===== config.mk =====
export PLATFORM = sky130hd
export DESIGN_NAME = ram_loader_flat
export DESIGN_NICKNAME = d
export VERILOG_FILES = /design/src/rtl/ram_loader_pkg.sv /design/src/rtl/ram_loader_if.sv /design/src/rtl/ram_loader_port_mux.sv /design/src/rtl/ram_loader.sv /design/src/flat_wrapper.sv
export SDC_FILE = /design/constraint.sdc
export NUM_CORES = 1
export LEC_CHECK = 0
export CAP_MARGIN = 0
export CELL_PAD_IN_SITES_DETAIL_PLACEMENT = 0
export CELL_PAD_IN_SITES_GLOBAL_PLACEMENT = 1
export CORE_MARGIN = 5
export CORE_UTILIZATION = 27
export CTS_CLUSTER_SIZE = 8
export DETAILED_ROUTE_END_ITERATION = 8
export PLACE_DENSITY_LB_ADDON = 0.1
export SYNTH_ARGS = -nofsm -noshare
export SYNTH_HDL_FRONTEND = slang
export SYNTH_HIERARCHICAL = 1
export SYNTH_SLANG_ARGS = --single-unit

===== constraint.sdc =====
create_clock -name clk -period 1.4 [get_ports clk]
set_clock_uncertainty 0.05 [all_clocks]
set_input_delay 0.14 -clock clk [delete_from_list [all_inputs] [get_ports clk]]
set_output_delay 0.14 -clock clk [all_outputs]
set_load 0.01 [all_outputs]

===== src/rtl/ram_loader_pkg.sv =====
// Shared types and helpers for the ram_loader block.
package ram_loader_pkg;

    typedef enum logic [2:0] {
        IDLE,
        LOAD,
        CKSUM,
        VERIFY,
        DONE
    } loader_state_t;

    // Number of bytes in one load for a given RAM address width.
    function automatic int unsigned depth_of(input int unsigned address_width);
        return 32'd1 << address_width;
    endfunction

endpackage


===== src/rtl/ram_loader_if.sv =====
// Byte stream, CPU port and RAM port bundle around ram_loader.
// slave: the loader side; master: receiver, CPU and RAM side.
interface ram_loader_if #(
    parameter int ADDRESS_WIDTH = 4,
    parameter int DATA_WIDTH    = 8
);
    logic [DATA_WIDTH-1:0]    rx_data;
    logic                     rx_valid;
    logic                     rx_ready;
    logic                     cpu_we;
    logic [ADDRESS_WIDTH-1:0] cpu_address;
    logic [DATA_WIDTH-1:0]    cpu_data_in;
    logic [DATA_WIDTH-1:0]    ram_data_out;
    logic                     ram_we;
    logic [ADDRESS_WIDTH-1:0] ram_address;
    logic [DATA_WIDTH-1:0]    ram_data_in;

    modport slave (
        input  rx_data, rx_valid, cpu_we, cpu_address, cpu_data_in, ram_data_out,
        output rx_ready, ram_we, ram_address, ram_data_in
    );

    modport master (
        output rx_data, rx_valid, cpu_we, cpu_address, cpu_data_in, ram_data_out,
        input  rx_ready, ram_we, ram_address, ram_data_in
    );
endinterface


===== src/rtl/ram_loader_port_mux.sv =====
// RAM write/address port selector: loader registers while busy, CPU otherwise.
module ram_port_mux #(
    parameter int ADDRESS_WIDTH = 4,
    parameter int DATA_WIDTH    = 8
) (
    input  logic                     sel,
    input  logic                     ld_we,
    input  logic [ADDRESS_WIDTH-1:0] ld_address,
    input  logic [DATA_WIDTH-1:0]    ld_data,
    input  logic                     cpu_we,
    input  logic [ADDRESS_WIDTH-1:0] cpu_address,
    input  logic [DATA_WIDTH-1:0]    cpu_data,
    output logic                     ram_we,
    output logic [ADDRESS_WIDTH-1:0] ram_address,
    output logic [DATA_WIDTH-1:0]    ram_data
);

    // Pure combinational 2:1 select, no registering on the CPU path.
    always_comb begin
        if (sel) begin
            ram_we      = ld_we;
            ram_address = ld_address;
            ram_data    = ld_data;
        end else begin
            ram_we      = cpu_we;
            ram_address = cpu_address;
            ram_data    = cpu_data;
        end
    end

endmodule


===== src/rtl/ram_loader.sv =====
// Streams DEPTH bytes from the receiver into RAM addresses 0..DEPTH-1 while
// holding the CPU off the RAM port via busy.
// Optional feature macro: RAM_LOADER_VERIFY_EN adds a checksum byte after the
// data and a read-back pass that sets the sticky error flag on mismatch.
module ram_loader
    import ram_loader_pkg::*;
#(
    parameter int ADDRESS_WIDTH = 4,
    parameter int DATA_WIDTH    = 8
) (
    input  logic         clk,
    input  logic         reset,
    input  logic         load_req,
    ram_loader_if.slave  bus,
    output logic         busy,
    output logic         done,
    output logic         error
);

    localparam int unsigned DEPTH = depth_of(ADDRESS_WIDTH);
    localparam logic [ADDRESS_WIDTH-1:0] LAST_ADDR = ADDRESS_WIDTH'(DEPTH - 1);

    loader_state_t            state_q, state_d;
    logic [ADDRESS_WIDTH-1:0] addr_q;
    logic                     wr_we_q;
    logic [ADDRESS_WIDTH-1:0] wr_addr_q;
    logic [DATA_WIDTH-1:0]    wr_data_q;
    logic [ADDRESS_WIDTH-1:0] ld_addr;
    logic                     rx_ready;
    logic                     transfer;
    logic                     mux_we;
    logic [ADDRESS_WIDTH-1:0] mux_address;
    logic [DATA_WIDTH-1:0]    mux_data;

    assign transfer = bus.rx_valid & rx_ready;

`ifdef RAM_LOADER_VERIFY_EN
    localparam logic [ADDRESS_WIDTH:0] VERIFY_LAST = (ADDRESS_WIDTH + 1)'(DEPTH);

    logic [ADDRESS_WIDTH:0]  vcnt_q;
    logic [DATA_WIDTH-1:0]   sum_q;
    logic [DATA_WIDTH-1:0]   expected_q;
    logic                    error_q;
    logic [DATA_WIDTH-1:0]   final_sum;

    // Read data lags the issued address by one cycle, so vcnt=k sums byte k-1.
    assign final_sum = sum_q + bus.ram_data_out;
    assign error     = error_q;
`else
    logic unused_read;

    assign unused_read = ^bus.ram_data_out;
    assign error       = 1'b0;
`endif

    // State register.
    always_ff @(posedge clk or posedge reset) begin
        if (reset) state_q <= IDLE;
        else       state_q <= state_d;
    end

    // Next-state logic.
    always_comb begin
        state_d = state_q;
        case (state_q)
            IDLE:    if (load_req) state_d = LOAD;
`ifdef RAM_LOADER_VERIFY_EN
            LOAD:    if (transfer && addr_q == LAST_ADDR) state_d = CKSUM;
            CKSUM:   if (transfer) state_d = VERIFY;
            VERIFY:  if (vcnt_q == VERIFY_LAST) state_d = DONE;
`else
            LOAD:    if (transfer && addr_q == LAST_ADDR) state_d = DONE;
`endif
            DONE:    state_d = IDLE;
            default: state_d = IDLE;
        endcase
    end

    // Moore outputs decoded from the current state.
    always_comb begin
        busy     = (state_q != IDLE);
        rx_ready = (state_q == LOAD) || (state_q == CKSUM);
        done     = (state_q == DONE);
    end

    // Address counter and the registered loader write port.
    always_ff @(posedge clk or posedge reset) begin
        if (reset) begin
            addr_q    <= '0;
            wr_we_q   <= 1'b0;
            wr_addr_q <= '0;
            wr_data_q <= '0;
        end else begin
            wr_we_q <= 1'b0;
            if (state_q == IDLE && load_req) begin
                addr_q <= '0;
            end else if (state_q == LOAD && transfer) begin
                wr_we_q   <= 1'b1;
                wr_addr_q <= addr_q;
                wr_data_q <= bus.rx_data;
                addr_q    <= addr_q + 1'b1;
            end
        end
    end

`ifdef RAM_LOADER_VERIFY_EN
    // Checksum capture, read-back accumulation and the sticky error flag.
    always_ff @(posedge clk or posedge reset) begin
        if (reset) begin
            vcnt_q     <= '0;
            sum_q      <= '0;
            expected_q <= '0;
            error_q    <= 1'b0;
        end else begin
            case (state_q)
                IDLE: if (load_req) error_q <= 1'b0;
                CKSUM: if (transfer) begin
                    expected_q <= bus.rx_data;
                    sum_q      <= '0;
                    vcnt_q     <= '0;
                end
                VERIFY: begin
                    vcnt_q <= vcnt_q + 1'b1;
                    if (vcnt_q != '0) sum_q <= final_sum;
                    if (vcnt_q == VERIFY_LAST) error_q <= (final_sum != expected_q);
                end
                default: ;
            endcase
        end
    end

    // Read-back addresses come straight from the verify counter.
    always_comb begin
        ld_addr = wr_addr_q;
        if (state_q == VERIFY) ld_addr = vcnt_q[ADDRESS_WIDTH-1:0];
    end
`else
    // Only the registered write address drives the loader side.
    always_comb begin
        ld_addr = wr_addr_q;
    end
`endif

    ram_port_mux #(
        .ADDRESS_WIDTH (ADDRESS_WIDTH),
        .DATA_WIDTH    (DATA_WIDTH)
    ) u_port_mux (
        .sel         (busy),
        .ld_we       (wr_we_q),
        .ld_address  (ld_addr),
        .ld_data     (wr_data_q),
        .cpu_we      (bus.cpu_we),
        .cpu_address (bus.cpu_address),
        .cpu_data    (bus.cpu_data_in),
        .ram_we      (mux_we),
        .ram_address (mux_address),
        .ram_data    (mux_data)
    );

    assign bus.rx_ready    = rx_ready;
    assign bus.ram_we      = mux_we;
    assign bus.ram_address = mux_address;
    assign bus.ram_data_in = mux_data;

endmodule


===== src/flat_wrapper.sv =====
// flat-port wrapper written by rule: the top's interface ports become plain ports
module ram_loader_flat import ram_loader_pkg::*;
#(
    parameter int ADDRESS_WIDTH = 4,
    parameter int DATA_WIDTH    = 8
)
  (clk, reset, load_req, busy, done, error, bus_rx_data, bus_rx_valid, bus_cpu_we, bus_cpu_address, bus_cpu_data_in, bus_ram_data_out, bus_rx_ready, bus_ram_we, bus_ram_address, bus_ram_data_in);
  ram_loader_if #(.ADDRESS_WIDTH(ADDRESS_WIDTH), .DATA_WIDTH(DATA_WIDTH)) bus_i ();
  input  logic clk;
  input  logic reset;
  input  logic load_req;
  output logic busy;
  output logic done;
  output logic error;
  input wire logic [$bits(bus_i.rx_data)-1:0] bus_rx_data;
  input wire logic [$bits(bus_i.rx_valid)-1:0] bus_rx_valid;
  input wire logic [$bits(bus_i.cpu_we)-1:0] bus_cpu_we;
  input wire logic [$bits(bus_i.cpu_address)-1:0] bus_cpu_address;
  input wire logic [$bits(bus_i.cpu_data_in)-1:0] bus_cpu_data_in;
  input wire logic [$bits(bus_i.ram_data_out)-1:0] bus_ram_data_out;
  output wire logic [$bits(bus_i.rx_ready)-1:0] bus_rx_ready;
  output wire logic [$bits(bus_i.ram_we)-1:0] bus_ram_we;
  output wire logic [$bits(bus_i.ram_address)-1:0] bus_ram_address;
  output wire logic [$bits(bus_i.ram_data_in)-1:0] bus_ram_data_in;
  assign bus_i.rx_data = bus_rx_data;
  assign bus_i.rx_valid = bus_rx_valid;
  assign bus_i.cpu_we = bus_cpu_we;
  assign bus_i.cpu_address = bus_cpu_address;
  assign bus_i.cpu_data_in = bus_cpu_data_in;
  assign bus_i.ram_data_out = bus_ram_data_out;
  assign bus_rx_ready = bus_i.rx_ready;
  assign bus_ram_we = bus_i.ram_we;
  assign bus_ram_address = bus_i.ram_address;
  assign bus_ram_data_in = bus_i.ram_data_in;
  ram_loader #(.ADDRESS_WIDTH(ADDRESS_WIDTH), .DATA_WIDTH(DATA_WIDTH)) u_core (.clk(clk), .reset(reset), .load_req(load_req), .bus(bus_i), .busy(busy), .done(done), .error(error));
endmodule

==> results of run 1 <==
## flip-flops by register name, indices dropped and copies added, names as in the netlist
name,count
u_core/wr_data_q,8
u_core/ld_addr,4
u_core/addr_q,4
u_core/state_q,2
u_core/wr_we_q,1
## worst register-to-register path, cell delays in order, from the launching register on
cell and delay (ps):
dfrtp_1 410, buf_4 150, buf_6 120, nand3b_4 100
buf_4 150, mux2_2 320
## logic make-up after synthesis
kind of cell | count (synthesis) | synth area share
compound gates | 4 | 0.0248
xor+xnor | 2 | 0.0174
fa+ha+maj | 1 | 0.0124
buf+inv | 7 | 0.0447
flops | 19 | 0.471
mux | 25 | 0.331
other cells | 1 | 0.00372
simple gates | 15 | 0.0943
## how the worst max path moves through the flow
stage / start / to / slack (ps)
floorplan: u_core/state_q[0]$_DFFE_PP0P_ / bus_ram_address[0] / 40
global placement: u_core/state_q[2]$_DFFE_PP0P_ / bus_ram_address[0] / -300
detailed placement: u_core/state_q[2]$_DFFE_PP0P_ / bus_ram_address[0] / -310
CTS: u_core/state_q[0]$_DFFE_PP0P_ / bus_ram_address[2] / -330
global route: u_core/state_q[0]$_DFFE_PP0P_ / bus_ram_address[2] / -370
finish: u_core/state_q[0]$_DFFE_PP0P_ / bus_ram_address[2] / -320
## cell usage after synthesis
master,instances
nor2b_1,1
or3b_2,1
buf_6,2
o211ai_1,1
nand3b_4,1
o31ai_1,1
inv_1,4
xor2_1,2
mux2_4,14
or2_2,1
dfrtp_1,19
nor2_1,4
nand3_1,3
ha_1,1
o21ai_0,1
buf_4,1
and2b_1,1
nand2_1,2
conb_1,1
a21oi_1,1
nand4b_1,1
mux2_2,11
## layout make-up
cell class / count / area share
clock buffers: 3 / 0.0238
clock inverters: 1 / 0.00288
well taps: 48 / 0.0346
repair buffers: 58 / 0.360
inverters: 4 / 0.00865
flip-flops and latches: 19 / 0.274
multi-input cells: 49 / 0.297
## metrics by stage
step	hold slack [ps]	utilization
after global placement	341	0.417
after global routing	83.4	0.478
final	54.6	0.478
after floorplan	41.1	-
after detailed placement	349	0.417
after CTS	65.7	0.465
## what timing repair did
item,in CTS,in global routing
pin swaps,2,1
buffers inserted,7,2
setup endpoints to repair,16,21
endpoints found under the hold margin,0,0
resized for setup,83,8
cloned,1,1
## power groups by stage
stage / Sequential (uW) / Combinational (uW) / Clock (uW)
after floorplan: 882 / 1050 / 0
after global placement: 904 / 1770 / 0
after detailed placement: 909 / 1780 / 0
after CTS: 904 / 2190 / 400
after global routing: 940 / 2430 / 428
final: 904 / 2280 / 383
## per-layer routing
metal / wire [microns] / GRT usage / share of wire / up-vias
met4: 13 / 0.0438 / 0.0054 / 0
met1: 1060 / 0.128 / 0.44 / 381
li1: - / - / - / 374
met3: 131 / 0.0298 / 0.054 / 2
met5: 0 / 0 / 0 / -
met2: 1210 / 0.161 / 0.50 / 21
==> results.py, run 1 <==
metrics = {
    "cells_and_area": {
        "ff_latch_area_sq_um": 475,
        "fillers": 343,
        "finalInstanceArea_sq_mm": 0.00174,
        "diodes": 0,
        "final_common_cell": "clkdlybuf4s50_1",
        "final_cells": 182,
        "layout.nets": 169,
        "drive_gt1_frac": 0.507,
        "multi_input_area_sq_um": 515,
        "areaGrowthSynthToFinish_pct": 72.2,
        "layout_common_cells": "clkdlybuf4s50_1 (24), buf_6 (21), dfrtp_1 (19)",
    },
    "synth": {
        "netlist.area_leader.share": 0.471,
        "synth-seq-area-share": 0.471,
        "synth.distinct_cells": 22,
        "netlist_area_sq_mm": 0.00101,
        "ys.warnings.count": 6,
        "synth_cells": 74,
        "avgSynthCellArea_sq_um": 13.6,
        "ys_seq_elements": 19,
        "syn_nets": 108,
        "synthTopCellsByArea": "dfrtp_1 (47%), mux2_4 (21%), mux2_2 (12%)",
        "synth_top_cell_by_area": "dfrtp_1",
    },
    "floorplan": {
        "rows": 22,
        "ioPinCount": 50,
        "coreArea_sq_mm": 0.00363,
        "start_util": 0.278,
        "die_area_sq_mm": 0.00506,
        "die_w_microns": 71.1,
        "die-height_microns": 71.1,
    },
    "route": {
        "vias_per_cell": 4.27,
        "ant_nets": 0,
        "drt_iter0_drc": 18,
        "first_pass_iters": 4,
        "routed_wl_microns": 2420,
        "drc": 0,
        "vias": 778,
        "wire_per_inst_microns": 13.3,
    },
    "status": {
        "outcome": "complete, but fails checks",
        "violations": "negative setup slack",
    },
    "cts": {
        "cts_tree": "built",
        "cts_made_buffers": 3,
        "root_buffer": "clkbuf_8",
        "clock_path_buffers": 2,
        "path_clk_slew_ps": 70,
        "htreeDepth": 1,
        "cts_sinks": 19,
        "ctsHoldBuffers": 0,
        "clk_latency_ps": 250,
    },
    "placed_design": {
        "placed_area_sq_mm": 0.00151,
        "post-place-ws_ps": -314,
        "gp_congestion": 0.665,
        "place.detailed.hpwl_microns": 1640,
        "portBuffers": 40,
        "dp_cells": 167,
    },
    "critical_path": {
        "criticalPathCategory": "flip-flop to output port",
        "worst-path-stages": 4,
        "end_kind": "output port",
        "startpoint_type": "flip-flop",
        "r2r_start": "u_core/state_q[0]$_DFFE_PP0P_",
        "cp_slowest_stage_delay_ps": 410,
        "crit_chain": "or2_4, buf_12, mux2_4, buf_6",
        "worst-path-buf-inv": 2,
        "crit_slowest_cell": "dfrtp_1",
        "worst-path-max-fanout": 4,
        "rrSetupSlack_ps": -10,
        "critical_path.top_delay_family": "flip-flops",
        "required_ps": 1210,
        "timing.rr.end": "u_core/ld_addr[3]$_DFFE_PP0P_",
        "arrival_ps": 1530,
        "ff2ff_path_depth": 5,
    },
    "timing": {
        "tns_ps": -4020,
        "maxSlewViolCount": 0,
        "worst_slack_ps": -319,
        "finalSetupViolCount": 19,
        "min_period_over_period": 1.23,
        "fmaxAchievable_mhz": 582,
        "min_period_ps": 1720,
        "hold_viol_final": 0,
        "rsz0062_at_grt": "yes",
    },
    "pwr": {
        "ir_drop_uv": 659,
        "seqPwrFrac": 0.253,
        "pwr-share-clk": 0.107,
        "netSwitchingPower_uw": 1090,
        "p_comb_frac": 0.639,
        "powerDensity_mw_per_mm2": 2050,
        "p_int_uw": 2480,
        "total_power_uw": 3570,
        "switching_share": 0.305,
        "p_leak_uw": 0.000838,
    },
    "global_routing": {
        "grt_max_degree": 14,
        "grt_pass1_wl_microns": 3910,
        "grt_util_all_layers": 0.101,
        "grt_pass1_vias": 797,
        "overflow": 0,
        "antenna_found_initial": 0,
    },
    "hold_path": {
        "hold_class": "input pin to async pin",
    },
    "flow_run": {
        "drv_cap": 0,
    },
}
No activity file was read; power rests on OpenSTA's default activity.
==> inputs of run 2 (changes only) <==
Settings changed: CAP_MARGIN 0 to 15, CORE_UTILIZATION 27 to 41, DONT_BUFFER_PORTS from default to 1.
==> run 2 against run 1 <==
Net effect: the run still ends with negative setup slack left; flip-flop and latch count unchanged; worst hold slack better by 2.4 ps; maximum frequency increased by 7.0%; first-iteration DRC count shrank 17%; critical endpoint is now bus_ram_data_in[6].
==> results.py, run 2 (synthesized netlist as in run 1, its figures left out) <==
metrics = {
    "floorplan": {
        "die_area_sq_mm": 0.00355,
        "rows": 18,
        "start_util": 0.418,
        "ioPinCount": 50,
        "die_w_microns": 59.6,
        "coreArea_sq_mm": 0.00241,
        "die-height_microns": 59.6,
    },
    "timing": {
        "rsz0062_at_grt": "yes",
        "worst_slack_ps": -206,
        "holdWs_ps": 57.1,
        "fmaxAchievable_mhz": 623,
        "maxSlewViolCount": 0,
        "hold_viol_final": 0,
        "min_period_over_period": 1.15,
        "finalSetupViolCount": 16,
        "min_period_ps": 1610,
    },
    "critical_path": {
        "cp_slowest_stage_delay_ps": 450,
        "arrival_ps": 1420,
        "required_ps": 1210,
        "startpoint_type": "flip-flop",
        "r2r_start": "u_core/state_q[0]$_DFFE_PP0P_",
        "worst-path-max-fanout": 6,
        "critical_path.top_delay_family": "flip-flops",
        "critical_path.startpoint": "u_core/state_q[2]$_DFFE_PP0P_",
        "crit_chain": "or2_4, mux2_4",
        "worst-path-buf-inv": 0,
        "criticalPathCategory": "flip-flop to output port",
        "crit_slowest_cell": "dfrtp_2",
        "end_kind": "output port",
    },
    "global_routing": {
        "grt_max_degree": 20,
        "grt_pass1_vias": 712,
        "grt_pass1_wl_microns": 3260,
        "antenna_found_initial": 0,
        "overflow": 0,
        "grt_util_all_layers": 0.121,
    },
    "pwr": {
        "ir_drop_uv": 1240,
        "netSwitchingPower_uw": 964,
        "seqPwrFrac": 0.337,
        "total_power_uw": 2740,
        "powerDensity_mw_per_mm2": 2020,
        "switching_share": 0.352,
        "p_comb_frac": 0.564,
        "pwr-share-clk": 0.100,
        "p_int_uw": 1770,
        "p_leak_uw": 0.000673,
    },
    "cts": {
        "htreeDepth": 1,
        "cts_sinks": 19,
        "clock_path_buffers": 2,
        "root_buffer": "clkbuf_4",
        "cts_tree": "built",
        "cts_made_buffers": 3,
        "clk_latency_ps": 290,
        "path_clk_slew_ps": 110,
    },
    "route": {
        "drt_iter0_drc": 15,
        "routed_wl_microns": 2360,
        "vias": 689,
        "vias_per_cell": 5.22,
        "drc": 0,
        "ant_nets": 0,
        "wire_per_inst_microns": 17.9,
        "first_pass_iters": 4,
    },
    "cells_and_area": {
        "final_common_cell": "mux2_4",
        "drive_gt1_frac": 0.510,
        "largest_reg_flops": 8,
        "diodes": 0,
        "layout_common_cells": "mux2_4 (22), dfrtp_1 (17), dlygate4sd3_1 (11)",
        "top_register": "u_core/wr_data_q",
        "layout.nets": 137,
        "areaGrowthSynthToFinish_pct": 34.0,
    },
    "status": {
        "outcome": "complete, but fails checks",
        "violations": "negative setup slack",
    },
    "placed_design": {
        "place.detailed.hpwl_microns": 1280,
        "gp_congestion": 0.687,
        "portBuffers": 0,
    },
    "hold_path": {
        "hold_path.startpoint": "bus_rx_valid",
        "hold_class": "input pin to flip-flop",
    },
    "flow_run": {
        "drv_cap": 0,
    },
}
[run 2: repair_timing]
action	in CTS	in global routing
hold endpoints to repair	29	1
endpoints found under the setup margin	13	28
pin swaps	3	3
setup buffers	4	6
gates resized for setup	3	16
hold buffers	10	1
cloned	2	2
[run 2: path summary, 6_finish.rpt]
kind | to | slack (ps) | cells past startpoint
max in group asynchronous | u_core/state_q[0]$_DFFE_PP0P_ | 830 | 3
min reg2reg | u_core/ld_addr[3]$_DFFE_PP0P_ | 470 | 1
min in group asynchronous | u_core/addr_q[0]$_DFFE_PP0P_ | 250 | 3
max reg2reg | u_core/addr_q[3]$_DFFE_PP0P_ | -30 | 5
max | bus_ram_data_in[6] | -210 | 2
min | u_core/addr_q[3]$_DFFE_PP0P_ | 60 | 2
[run 2: per-layer routing]
metal / wire length, microns / vias up / global-route usage
li1: - / 320 / -
met1: 1010 / 345 / 0.160
met2: 1160 / 24 / 0.200
met4: 0 / 0 / 0.0380
met5: 0 / - / 0
met3: 185 / 0 / 0.0240
[run 2: through the flow]
step                      cell area (sq um)  TNS, ps  std cells  utilization  setup slack (ps)
after floorplan                        1010        0         74            -              42.4
after global placement                 1030    -8.77        103        0.429             -3.74
after detailed placement               1030        0        103        0.429              15.9
after CTS                              1210    -3430        123        0.502              -222
after global routing                   1350    -3480        132        0.561              -258
final                                  1350    -2620        132        0.561              -206
[run 2: final cells by class]
type | instances | area [sq um]
Clock buffer | 3 | 22.5
Clock inverter | 1 | 5.00
Fill cell | 212 | 1060
Inverter | 4 | 15.0
Multi-Input combinational cell | 52 | 582
Sequential cell | 19 | 478
Tap cell | 30 | 37.5
Timing Repair Buffer | 23 | 211
[run 2: power groups by stage]
stage,clock (uW),combinational [uW],sequential [uW]
after global routing,320,1640,949
after detailed placement,0,1150,926
final,272,1540,922
after CTS,288,1290,915
after floorplan,0,1050,882
after global placement,0,1140,921
